[src/rtl/alu_uart_pkg.sv]
// Shared types and default parameters for the ALU/UART frame sequencer.
package alu_uart_pkg;

  localparam int unsigned DefDataW   = 8;
  localparam int unsigned DefOpcodeW = 6;
  localparam int unsigned DefTimeout = 50000;
  localparam int unsigned DefCountW  = 8;

  typedef enum logic [2:0] {
    StIdle,
    StGetB,
    StGetOp,
    StExec,
    StSend
  } state_e;

endpackage

[src/rtl/alu_uart_sequencer_if.sv]
// Bundle of RX FIFO, TX FIFO, ALU and status signals around the frame sequencer.
interface alu_uart_sequencer_if
  import alu_uart_pkg::*;
#(
  parameter int unsigned DATA_W   = DefDataW,
  parameter int unsigned OPCODE_W = DefOpcodeW,
  parameter int unsigned COUNT_W  = DefCountW
);
  logic [DATA_W-1:0]   i_rx_data;
  logic                i_rx_empty;
  logic                o_rx_rd;
  logic                i_tx_full;
  logic [DATA_W-1:0]   o_tx_data;
  logic                o_tx_wr;
  logic [DATA_W-1:0]   o_op_a;
  logic [DATA_W-1:0]   o_op_b;
  logic [OPCODE_W-1:0] o_opcode;
  logic [DATA_W-1:0]   i_alu_result;
  logic                o_busy;
  logic                o_timeout;
  logic [COUNT_W-1:0]  o_frame_cnt;

  modport master (
    input  i_rx_data, i_rx_empty, i_tx_full, i_alu_result,
    output o_rx_rd, o_tx_data, o_tx_wr, o_op_a, o_op_b, o_opcode, o_busy, o_timeout,
           o_frame_cnt
  );

  modport slave (
    output i_rx_data, i_rx_empty, i_tx_full, i_alu_result,
    input  o_rx_rd, o_tx_data, o_tx_wr, o_op_a, o_op_b, o_opcode, o_busy, o_timeout,
           o_frame_cnt
  );
endinterface

[src/rtl/uart_timeout_counter.sv]
// Inter-byte timeout counter: counts enabled cycles, pulses expire on the last one.
module uart_timeout_counter #(
  parameter int unsigned TIMEOUT = 50000
) (
  input  logic clk,
  input  logic reset,
  input  logic clear,
  input  logic enable,
  output logic expire
);
  localparam int unsigned CntW = $clog2(TIMEOUT);
  localparam logic [CntW-1:0] Last = CntW'(TIMEOUT - 1);

  logic [CntW-1:0] cnt_q;

  assign expire = enable && (cnt_q == Last);

  always_ff @(posedge clk or posedge reset) begin
    if (reset) begin
      cnt_q <= '0;
    end else if (clear || expire) begin
      cnt_q <= '0;
    end else if (enable) begin
      cnt_q <= cnt_q + CntW'(1);
    end
  end
endmodule

[src/rtl/alu_uart_sequencer.sv]
// Collects A, B, opcode bytes from the RX FIFO, runs them through an external ALU
// and pushes the one-byte result to the TX FIFO.
module alu_uart_sequencer
  import alu_uart_pkg::*;
#(
  parameter int unsigned DATA_W   = DefDataW,
  parameter int unsigned OPCODE_W = DefOpcodeW,
  parameter int unsigned TIMEOUT  = DefTimeout,
  parameter int unsigned COUNT_W  = DefCountW
) (
  input logic                  clk,
  input logic                  reset,
  alu_uart_sequencer_if.master bus
);
  if (OPCODE_W > DATA_W) begin : g_bad_opcode_w
    $error("OPCODE_W must not exceed DATA_W");
  end
  if (TIMEOUT < 2) begin : g_bad_timeout
    $error("TIMEOUT must be at least 2");
  end

  state_e              state_q, state_d;
  logic [DATA_W-1:0]   op_a_q, op_b_q, result_q;
  logic [OPCODE_W-1:0] opcode_q;
  logic [COUNT_W-1:0]  frame_cnt_q;
  logic                rx_rd_q, rx_rd_d;
  logic                tx_wr_q, tx_wr_d;
  logic                timeout_q, timeout_d;
  logic                byte_ok, tmo_enable, tmo_expire;

  // The pop strobe is registered, so during its cycle the FIFO head is still the old byte.
  assign byte_ok    = !bus.i_rx_empty && !rx_rd_q;
  assign tmo_enable = (state_q inside {StGetB, StGetOp}) && !byte_ok;

  uart_timeout_counter #(
    .TIMEOUT(TIMEOUT)
  ) u_timeout (
    .clk   (clk),
    .reset (reset),
    .clear (rx_rd_d),
    .enable(tmo_enable),
    .expire(tmo_expire)
  );

  always_comb begin
    state_d   = state_q;
    rx_rd_d   = 1'b0;
    tx_wr_d   = 1'b0;
    timeout_d = 1'b0;
    unique case (state_q)
      StIdle: begin
        if (byte_ok) begin
          rx_rd_d = 1'b1;
          state_d = StGetB;
        end
      end
      StGetB, StGetOp: begin
        if (byte_ok) begin
          rx_rd_d = 1'b1;
          state_d = (state_q == StGetB) ? StGetOp : StExec;
        end else if (tmo_expire) begin
          timeout_d = 1'b1;
          state_d   = StIdle;
        end
      end
      StExec: state_d = StSend;
      StSend: begin
        if (!bus.i_tx_full) begin
          tx_wr_d = 1'b1;
          state_d = StIdle;
        end
      end
      default: state_d = StIdle;
    endcase
  end

  always_ff @(posedge clk or posedge reset) begin
    if (reset) begin
      state_q     <= StIdle;
      rx_rd_q     <= 1'b0;
      tx_wr_q     <= 1'b0;
      timeout_q   <= 1'b0;
      op_a_q      <= '0;
      op_b_q      <= '0;
      opcode_q    <= '0;
      result_q    <= '0;
      frame_cnt_q <= '0;
    end else begin
      state_q   <= state_d;
      rx_rd_q   <= rx_rd_d;
      tx_wr_q   <= tx_wr_d;
      timeout_q <= timeout_d;
      if (rx_rd_d && (state_q == StIdle))  op_a_q   <= bus.i_rx_data;
      if (rx_rd_d && (state_q == StGetB))  op_b_q   <= bus.i_rx_data;
      if (rx_rd_d && (state_q == StGetOp)) opcode_q <= bus.i_rx_data[OPCODE_W-1:0];
      if (state_q == StExec) result_q <= bus.i_alu_result;
      if (tx_wr_d) frame_cnt_q <= frame_cnt_q + COUNT_W'(1);
    end
  end

  assign bus.o_rx_rd     = rx_rd_q;
  assign bus.o_tx_wr     = tx_wr_q;
  assign bus.o_tx_data   = result_q;
  assign bus.o_timeout   = timeout_q;
  assign bus.o_op_a      = op_a_q;
  assign bus.o_op_b      = op_b_q;
  assign bus.o_opcode    = opcode_q;
  assign bus.o_frame_cnt = frame_cnt_q;
  assign bus.o_busy      = (state_q != StIdle);
endmodule

[src/flat_wrapper.sv]
// flat-port wrapper written by rule: the top's interface ports become plain ports
module alu_uart_sequencer_flat import alu_uart_pkg::*;
#(
  parameter int unsigned DATA_W   = DefDataW,
  parameter int unsigned OPCODE_W = DefOpcodeW,
  parameter int unsigned TIMEOUT  = DefTimeout,
  parameter int unsigned COUNT_W  = DefCountW
)
  (clk, reset, bus_i_rx_data, bus_i_rx_empty, bus_i_tx_full, bus_i_alu_result, bus_o_rx_rd, bus_o_tx_data, bus_o_tx_wr, bus_o_op_a, bus_o_op_b, bus_o_opcode, bus_o_busy, bus_o_timeout, bus_o_frame_cnt);
  alu_uart_sequencer_if #(.DATA_W(DATA_W), .OPCODE_W(OPCODE_W), .COUNT_W(COUNT_W)) bus_i ();
  input logic clk;
  input logic reset;
  input wire logic [$bits(bus_i.i_rx_data)-1:0] bus_i_rx_data;
  input wire logic [$bits(bus_i.i_rx_empty)-1:0] bus_i_rx_empty;
  input wire logic [$bits(bus_i.i_tx_full)-1:0] bus_i_tx_full;
  input wire logic [$bits(bus_i.i_alu_result)-1:0] bus_i_alu_result;
  output wire logic [$bits(bus_i.o_rx_rd)-1:0] bus_o_rx_rd;
  output wire logic [$bits(bus_i.o_tx_data)-1:0] bus_o_tx_data;
  output wire logic [$bits(bus_i.o_tx_wr)-1:0] bus_o_tx_wr;
  output wire logic [$bits(bus_i.o_op_a)-1:0] bus_o_op_a;
  output wire logic [$bits(bus_i.o_op_b)-1:0] bus_o_op_b;
  output wire logic [$bits(bus_i.o_opcode)-1:0] bus_o_opcode;
  output wire logic [$bits(bus_i.o_busy)-1:0] bus_o_busy;
  output wire logic [$bits(bus_i.o_timeout)-1:0] bus_o_timeout;
  output wire logic [$bits(bus_i.o_frame_cnt)-1:0] bus_o_frame_cnt;
  assign bus_i.i_rx_data = bus_i_rx_data;
  assign bus_i.i_rx_empty = bus_i_rx_empty;
  assign bus_i.i_tx_full = bus_i_tx_full;
  assign bus_i.i_alu_result = bus_i_alu_result;
  assign bus_o_rx_rd = bus_i.o_rx_rd;
  assign bus_o_tx_data = bus_i.o_tx_data;
  assign bus_o_tx_wr = bus_i.o_tx_wr;
  assign bus_o_op_a = bus_i.o_op_a;
  assign bus_o_op_b = bus_i.o_op_b;
  assign bus_o_opcode = bus_i.o_opcode;
  assign bus_o_busy = bus_i.o_busy;
  assign bus_o_timeout = bus_i.o_timeout;
  assign bus_o_frame_cnt = bus_i.o_frame_cnt;
  alu_uart_sequencer #(.DATA_W(DATA_W), .OPCODE_W(OPCODE_W), .TIMEOUT(TIMEOUT), .COUNT_W(COUNT_W)) u_core (.clk(clk), .reset(reset), .bus(bus_i));
endmodule
[config.mk]
export PLATFORM = sky130hd
export DESIGN_NAME = alu_uart_sequencer_flat
export DESIGN_NICKNAME = d
export VERILOG_FILES = /design/src/rtl/alu_uart_pkg.sv /design/src/rtl/alu_uart_sequencer_if.sv /design/src/rtl/uart_timeout_counter.sv /design/src/rtl/alu_uart_sequencer.sv /design/src/flat_wrapper.sv
export SDC_FILE = /design/constraint.sdc
export NUM_CORES = 1
export LEC_CHECK = 0
export ABC_AREA = 1
export BUFFER_PORTS_ARGS = -buffer_cell sky130_fd_sc_hd__buf_2
export CORE_AREA = 2 2 80 82
export CTS_CLUSTER_DIAMETER = 120
export DETAILED_ROUTE_END_ITERATION = 16
export DIE_AREA = 0 0 82 84
export PLACE_DENSITY = 0.76
export SLEW_MARGIN = 40
export SYNTH_ARGS = -nofsm -noshare
export SYNTH_HDL_FRONTEND = slang
export SYNTH_SLANG_ARGS = --single-unit
export TNS_END_PERCENT = 50
[constraint.sdc]
create_clock -name clk -period 1.74 [get_ports clk]
set_clock_uncertainty 0.1 [all_clocks]
set_input_delay 0.261 -clock clk [delete_from_list [all_inputs] [get_ports clk]]
set_output_delay 0.261 -clock clk [all_outputs]
set_load 0.02 [all_outputs]
==> results of run 1 <==
[per-stage QoR]
stage	total power [mW]	std cells
6_report	5.62	479
5_1_grt	5.99	479
4_1_cts	5.68	479
3_5_place_dp	4.29	462
3_3_place_gp	4.22	462
2_1_floorplan	3.58	320
[worst paths after layout]
kind / slack (ps) / end / startpoint / depth (start not counted)
worst max-delay path: 100 / u_core.u_timeout.cnt_q[12]$_DFFE_PP0P_ / u_core.u_timeout.cnt_q[1]$_DFFE_PP0P_ / 8
worst min-delay path: 60 / u_core.bus.o_tx_data[0]$_DFFE_PP0P_ / bus_i_alu_result[0] / 2
worst max register to register: 100 / u_core.u_timeout.cnt_q[12]$_DFFE_PP0P_ / u_core.u_timeout.cnt_q[1]$_DFFE_PP0P_ / 8
worst min register to register: 360 / u_core.bus.o_frame_cnt[7]$_DFFE_PP0P_ / u_core.bus.o_frame_cnt[7]$_DFFE_PP0P_ / 1
max in group asynchronous: 660 / u_core.u_timeout.cnt_q[4]$_DFFE_PP0P_ / reset / 4
min in group asynchronous: 420 / u_core.bus.o_frame_cnt[1]$_DFFE_PP0P_ / reset / 4
[power groups by stage]
stage / clock, mW / combinational [mW] / sequential (mW)
finish: 1.36 / 2.12 / 2.14
global route: 1.46 / 2.34 / 2.19
CTS: 1.40 / 2.15 / 2.13
detailed placement: 0 / 2.15 / 2.14
global placement: 0 / 2.09 / 2.13
floorplan: 0 / 1.00 / 2.59
[repair_timing]
item                                    in CTS  in global routing
endpoints found under the hold margin       60                  0
setup buffers                                0                  0
endpoints found under the setup margin       0                  5
hold buffers                                 1                  0
gates resized for setup                      0                  1
[cell usage after synthesis]
cell type,number
sky130_fd_sc_hd__nor2_2,3
sky130_fd_sc_hd__and3_1,1
sky130_fd_sc_hd__inv_6,1
sky130_fd_sc_hd__nor2_1,36
sky130_fd_sc_hd__nor2_4,2
sky130_fd_sc_hd__o21ai_0,24
sky130_fd_sc_hd__inv_1,35
sky130_fd_sc_hd__a21oi_1,6
sky130_fd_sc_hd__o21bai_1,1
sky130_fd_sc_hd__nand2_2,5
sky130_fd_sc_hd__a31oi_1,1
sky130_fd_sc_hd__nor3_1,2
sky130_fd_sc_hd__nand2_1,88
sky130_fd_sc_hd__nand3_1,19
sky130_fd_sc_hd__clkbuf_1,3
sky130_fd_sc_hd__inv_2,3
sky130_fd_sc_hd__o22ai_1,1
sky130_fd_sc_hd__o21ai_2,1
sky130_fd_sc_hd__xnor2_1,2
sky130_fd_sc_hd__nand4_1,4
sky130_fd_sc_hd__xor2_1,5
sky130_fd_sc_hd__dfrtp_1,60
sky130_fd_sc_hd__nand3_4,2
sky130_fd_sc_hd__nor2_8,1
sky130_fd_sc_hd__ha_1,2
sky130_fd_sc_hd__nor3_2,2
sky130_fd_sc_hd__mux2_2,8
sky130_fd_sc_hd__nand2_4,2
[per-layer routing]
metal  global-route usage  vias to the layer above
met1                0.238                     1117
li1                     -                     1167
met5                    0                        -
met4               0.0636                        0
met3               0.0758                        9
met2                0.296                       68
[worst max-delay path, stage by stage, from the launching register on]
cell                      delay [ps]
sky130_fd_sc_hd__dfrtp_1         400
sky130_fd_sc_hd__ha_1            220
sky130_fd_sc_hd__nand2_1         100
sky130_fd_sc_hd__nor2_2          170
sky130_fd_sc_hd__inv_1            50
sky130_fd_sc_hd__nor2_1          220
sky130_fd_sc_hd__nand3_1         130
sky130_fd_sc_hd__nor2_1          100
sky130_fd_sc_hd__nor2_1           50
[area by class of cell]
| class | count | area [um2] | area share |
|---|---|---|---|
| Clock buffer | 9 | 124 | 0.0357 |
| Clock inverter | 7 | 91.3 | 0.0264 |
| Inverter | 39 | 155 | 0.0448 |
| Timing Repair Buffer | 69 | 368 | 0.106 |
| Sequential cell | 60 | 1500 | 0.433 |
| Multi-Input combinational cell | 218 | 1130 | 0.326 |
| Tap cell | 77 | 96.3 | 0.0278 |
[logic make-up after synthesis]
kind of cell	count (synthesis)	synth area share
adder cells (fa/ha/maj)	2	0.00896
buffers and inverters	42	0.0583
XOR/XNOR	7	0.0220
multiplexers	8	0.0323
AO/OA/AOI/OAI	34	0.0641
flip-flops	60	0.538
AND/OR/NAND/NOR	167	0.277
[state kept, by name, indices dropped and copies added, names as in the netlist]
| name | count |
|---|---|
| u_core.u_timeout.cnt_q | 16 |
| u_core.bus.o_frame_cnt | 8 |
| u_core.bus.o_op_a | 8 |
| u_core.bus.o_op_b | 8 |
| u_core.bus.o_tx_data | 8 |
| u_core.bus.o_opcode | 6 |
| u_core.state_q | 3 |
| u_core.bus.o_rx_rd | 1 |
| u_core.bus.o_timeout | 1 |
| u_core.bus.o_tx_wr | 1 |
==> results.py, run 1 <==
metrics = {
    "cells_and_area": {
        "final_layout_size_suffix_gt1_frac": 0.289,
        "fillerInstances": 545,
        "layout.cell_area.non_filler_mm2": 0.00347,
        "nets": 419,
        "insertedDiodeCount": 0,
        "commonest_non_fill_non_tap_cells_in_the_layout": "sky130_fd_sc_hd__nand2_1 (88), sky130_fd_sc_hd__buf_2 (61), sky130_fd_sc_hd__dfrtp_1 (60), sky130_fd_sc_hd__nor2_1 (35), sky130_fd_sc_hd__inv_1 (34)",
        "layout_commonest_cell": "sky130_fd_sc_hd__nand2_1",
        "synthToLayoutAreaGrowth_pct": 24.2,
        "post_layout_util": 0.569,
    },
    "synthesis": {
        "yosysTopAreaCell": "sky130_fd_sc_hd__dfrtp_1",
        "portion_of_synthesized_cell_area_occupied_by_the_leading_cell_type": 0.538,
        "net_count_after_synthesis": 342,
        "yosysSeqAreaShare": 0.538,
        "synth.yosys.warnings": 0,
        "synth_area_per_cell_um2": 8.72,
        "synth_area_leaders": "sky130_fd_sc_hd__dfrtp_1 (54%), sky130_fd_sc_hd__nand2_1 (12%), sky130_fd_sc_hd__nor2_1 (4.8%), sky130_fd_sc_hd__inv_1 (4.7%), sky130_fd_sc_hd__o21ai_0 (4.3%)",
        "postSynthRegisterBits": 60,
        "syn-instance-count": 320,
        "synth_cell_type_count": 28,
        "post_synth_instance_area_mm2": 0.00279,
    },
    "power": {
        "comb_power_share": 0.376,
        "power_frac_seq": 0.381,
        "p_switching_mw": 2.26,
        "total_leakage_power_nw": 1.84,
        "p_clk_frac": 0.243,
        "irDropWorstVdd_uv": 966,
        "internal_cell_power_mw": 3.36,
        "switching_power_as_a_share_of_total_power": 0.403,
        "power_density_mw_per_mm2": 1620,
    },
    "clock_network": {
        "cts_tree": "built",
        "ctsHtreeMaxLevel": 3,
        "cts_made_buffers": 9,
        "clockBufferDepth": 2,
        "clk_pin_slew_ps": 70,
        "clock-root-buffer": "sky130_fd_sc_hd__clkbuf_8",
        "clk_latency_ps": 340,
        "numClockSinks": 60,
    },
    "sta": {
        "rsz0062_at_grt": "no",
        "report.final.hold_viol_count": 0,
        "hold_slack_ps": 56.9,
        "setup_viol_count_final": 0,
        "post-route-worst-setup-slack_ps": 101,
        "timing.slew.headroom": 0.661,
        "timing.fmax_mhz": 610,
        "slew_at_the_pin_with_the_worst_max_slew_slack_ps": 509,
        "layout_worst_path_cycle_share": 0.942,
        "finalWorstPathRequiredPeriod_ps": 1640,
        "final_max_slew_viol_count": 0,
        "fin_tns_setup_ps": 0,
    },
    "detailed_routing": {
        "wl_met2_um": 2830,
        "highest_metal_layer_used_by_the_detailed_router": "met4",
        "drt_first_iter_violations": 170,
        "met3WireLength_um": 381,
        "detail_route.wl_per_cell_um": 12.3,
        "remaining_drc_errors": 0,
        "drt_first_pass_iters": 6,
        "drt_wl_total_um": 5910,
        "route.vias.total": 2361,
        "detail_route.vias_per_cell": 4.93,
        "m1WireLength_um": 2640,
        "antenna_violating_nets_post_route": 0,
    },
    "global_route": {
        "grt_max_degree": 42,
        "number_of_global_route_vias_before_repair": 2331,
        "grt_overflow": 0,
        "antenna_found_initial": 0,
        "grt_usage": 0.190,
        "grt_pass1_wl_um": 10100,
    },
    "flow_run": {
        "max_cap_viols": 0,
    },
    "critical_path": {
        "worstPathRequired_ps": 1870,
        "critical_path_arrival_ps": 1770,
        "worst_setup_path_start_kind": "flip-flop",
        "worst_setup_path_end_kind": "flip-flop",
        "worstSetupPathType": "reg2reg",
        "path_max_fanout": 4,
    },
    "floorplanning": {
        "floorplan.die.width_um": 82,
        "core-area_mm2": 0.00610,
        "placement_rows": 29,
        "num_io_pins": 62,
        "floorplan.initialDensity": 0.458,
        "die_h_um": 84,
        "floorplan.die_area_mm2": 0.00689,
    },
    "status": {
        "run_status": "completed",
    },
    "place": {
        "routabilityCongestion": 0.876,
        "detailed_place.area_mm2": 0.00324,
        "detailed_placer_s_ending_hpwl_um": 4230,
        "dpl_ws_ps": 122,
        "buffer_ports.inserted": 61,
    },
    "hold_path": {
        "timing.hold.worst.class": "in2reg",
    },
}
(Power assumes the default switching activity.)
==> run 2: changes to the inputs <==
CTS_CLUSTER_SIZE = 12   (was unset)
PLACE_DENSITY = 0.84   (was 0.76)
==> results.py, run 2 (same netlist as run 1, synthesis figures left out) <==
metrics = {
    "place": {
        "routabilityCongestion": 0.908,
        "buffer_ports.inserted": 61,
        "detailed_placer_s_ending_hpwl_um": 4230,
        "detailed_place.area_mm2": 0.00324,
        "dpl_ws_ps": 126,
        "dpl.cell_count": 461,
    },
    "critical_path": {
        "worst_setup_path_start_kind": "flip-flop",
        "rr_worst_depth": 8,
        "timing.critical_path.buf_inv": 1,
        "worstSetupPathType": "reg2out",
        "crit_path_cell_trace": "nor2_4, nand2_1, buf_2",
        "worstPathRequired_ps": 1380,
        "crit_cells": 3,
        "timing.critical_path.slowest_stage_cell": "sky130_fd_sc_hd__dfrtp_1",
        "family_with_the_most_delay_on_the_worst_path": "flip-flops",
        "worst_setup_path_end_kind": "output port",
        "worst_r2r_endpoint": "u_core.u_timeout.cnt_q[15]$_DFFE_PP0P_",
        "crit_path_max_incr_delay_ps": 450,
        "timing.critical_path.to": "bus_o_busy",
        "timing.reg2reg.setup_slack_ps": 110,
        "critPathLaunch": "u_core.state_q[0]$_DFFE_PP0P_",
        "worstReg2RegStart": "u_core.u_timeout.cnt_q[1]$_DFFE_PP0P_",
        "critical_path_arrival_ps": 1280,
        "path_max_fanout": 6,
    },
    "sta": {
        "final_max_slew_viol_count": 0,
        "finalWorstPathRequiredPeriod_ps": 1640,
        "report.final.hold_viol_count": 0,
        "timing.fmax_mhz": 609,
        "timing.slew.headroom": 0.761,
        "slew_at_the_pin_with_the_worst_max_slew_slack_ps": 356,
        "post-route-worst-setup-slack_ps": 97.7,
        "setup_viol_count_final": 0,
        "layout_worst_path_cycle_share": 0.944,
    },
    "cells_and_area": {
        "layout.cell_area.non_filler_mm2": 0.00349,
        "registers.top_by_ff_count": "u_core.u_timeout.cnt_q",
        "insertedDiodeCount": 0,
        "layout_commonest_cell": "sky130_fd_sc_hd__nand2_1",
        "post_layout_nonfiller_instances": 478,
        "fillerInstances": 539,
        "synthToLayoutAreaGrowth_pct": 25.2,
        "multi_input_area_mm2": 0.00114,
        "layout.area.seq_mm2": 0.00150,
        "commonest_non_fill_non_tap_cells_in_the_layout": "sky130_fd_sc_hd__nand2_1 (88), sky130_fd_sc_hd__buf_2 (61), sky130_fd_sc_hd__dfrtp_1 (60), sky130_fd_sc_hd__inv_1 (34), sky130_fd_sc_hd__nor2_1 (34)",
        "final_layout_size_suffix_gt1_frac": 0.284,
        "nets": 418,
        "largest_register_ff_count": 16,
    },
    "global_route": {
        "grt_max_degree": 47,
        "antenna_found_initial": 0,
        "grt_usage": 0.190,
        "number_of_global_route_vias_before_repair": 2402,
        "grt_overflow": 0,
        "grt_pass1_wl_um": 10200,
    },
    "floorplanning": {
        "core-area_mm2": 0.00610,
        "num_io_pins": 62,
        "floorplan.die.width_um": 82,
        "placement_rows": 29,
        "floorplan.initialDensity": 0.458,
        "die_h_um": 84,
        "floorplan.die_area_mm2": 0.00689,
    },
    "detailed_routing": {
        "detail_route.wl_per_cell_um": 12.2,
        "drt_wl_total_um": 5810,
        "route.vias.total": 2354,
        "remaining_drc_errors": 0,
        "antenna_violating_nets_post_route": 0,
        "drt_first_iter_violations": 102,
        "drt_first_pass_iters": 4,
        "detail_route.vias_per_cell": 4.92,
    },
    "power": {
        "total_leakage_power_nw": 1.85,
        "power_density_mw_per_mm2": 1640,
        "irDropWorstVdd_uv": 1030,
    },
    "clock_network": {
        "cts_tree": "built",
        "postCtsSetupRepairBufs": 0,
        "cts_made_buffers": 9,
        "clock-root-buffer": "sky130_fd_sc_hd__clkbuf_8",
        "clockBufferDepth": 2,
        "ctsHtreeMaxLevel": 3,
        "numClockSinks": 60,
        "clk_pin_slew_ps": 70,
        "clk_latency_ps": 330,
    },
    "hold_path": {
        "timing.hold.worst.class": "in2reg",
    },
    "flow_run": {
        "max_cap_viols": 0,
    },
    "status": {
        "run_status": "completed",
    },
}
-- run 2: final cells by class --
| class | instances | share of cell area |
|---|---|---|
| clock buffers | 11 | 0.0376 |
| clock inverters | 5 | 0.0286 |
| inverters | 39 | 0.0444 |
| multi-input cells | 218 | 0.325 |
| flip-flops and latches | 60 | 0.430 |
| well taps | 77 | 0.0276 |
| repair buffers | 68 | 0.107 |
-- run 2: per-stage QoR --
stage | total power [mW] | setup TNS [ps] | hold WS [ps] | utilization
2_1_floorplan | 3.58 | 0 | 267 | -
3_3_place_gp | 4.22 | 0 | 152 | 0.532
3_5_place_dp | 4.29 | 0 | 156 | 0.532
4_1_cts | 5.79 | 0 | 49.7 | 0.572
5_1_grt | 6.08 | -8.20 | 56.8 | 0.573
6_report | 5.74 | 0 | 61.1 | 0.573
-- run 2: per-layer routing --
layer | vias up | wire [um] | GRT usage
met5 | - | 0 | 0
met4 | 0 | 118 | 0.0970
met3 | 13 | 346 | 0.0465
met2 | 73 | 2790 | 0.299
met1 | 1105 | 2550 | 0.239
li1 | 1163 | - | -
-- run 2: power by group --
| part | internal, mW | leakage (nW) | switching [mW] |
|---|---|---|---|
| logic | 0.728 | 0.959 | 1.41 |
| registers | 1.83 | 0.773 | 0.302 |
| clock network | 0.948 | 0.117 | 0.520 |
| total | 3.51 | 1.85 | 2.23 |
-- run 2: worst min path at each step --
stage / slack (ps) / startpoint / to / depth (start not counted)
3_5_place_dp: 160 / reset / u_core.bus.o_op_a[6]$_DFFE_PP0P_ / 2
3_3_place_gp: 150 / reset / u_core.bus.o_op_a[6]$_DFFE_PP0P_ / 2
5_1_grt: 60 / bus_i_alu_result[5] / u_core.bus.o_tx_data[5]$_DFFE_PP0P_ / 2
4_1_cts: 50 / bus_i_alu_result[4] / u_core.bus.o_tx_data[4]$_DFFE_PP0P_ / 2
6_report: 60 / bus_i_alu_result[1] / u_core.bus.o_tx_data[1]$_DFFE_PP0P_ / 2
2_1_floorplan: 270 / reset / u_core.bus.o_frame_cnt[0]$_DFFE_PP0P_ / 1
-- run 2: repair_timing --
item                                    CTS  global route
hold buffers                              1             0
endpoints found under the setup margin    0             9
gates resized for setup                   0             3
hold endpoints to repair                 14             0
-- run 2: worst register-to-register path: cells and delay by family, from the launching register on --
family                     cells  cell delay (ps)
DFF                            1              380
adders and majority gates      1              220
and+or+nand+nor                7              810
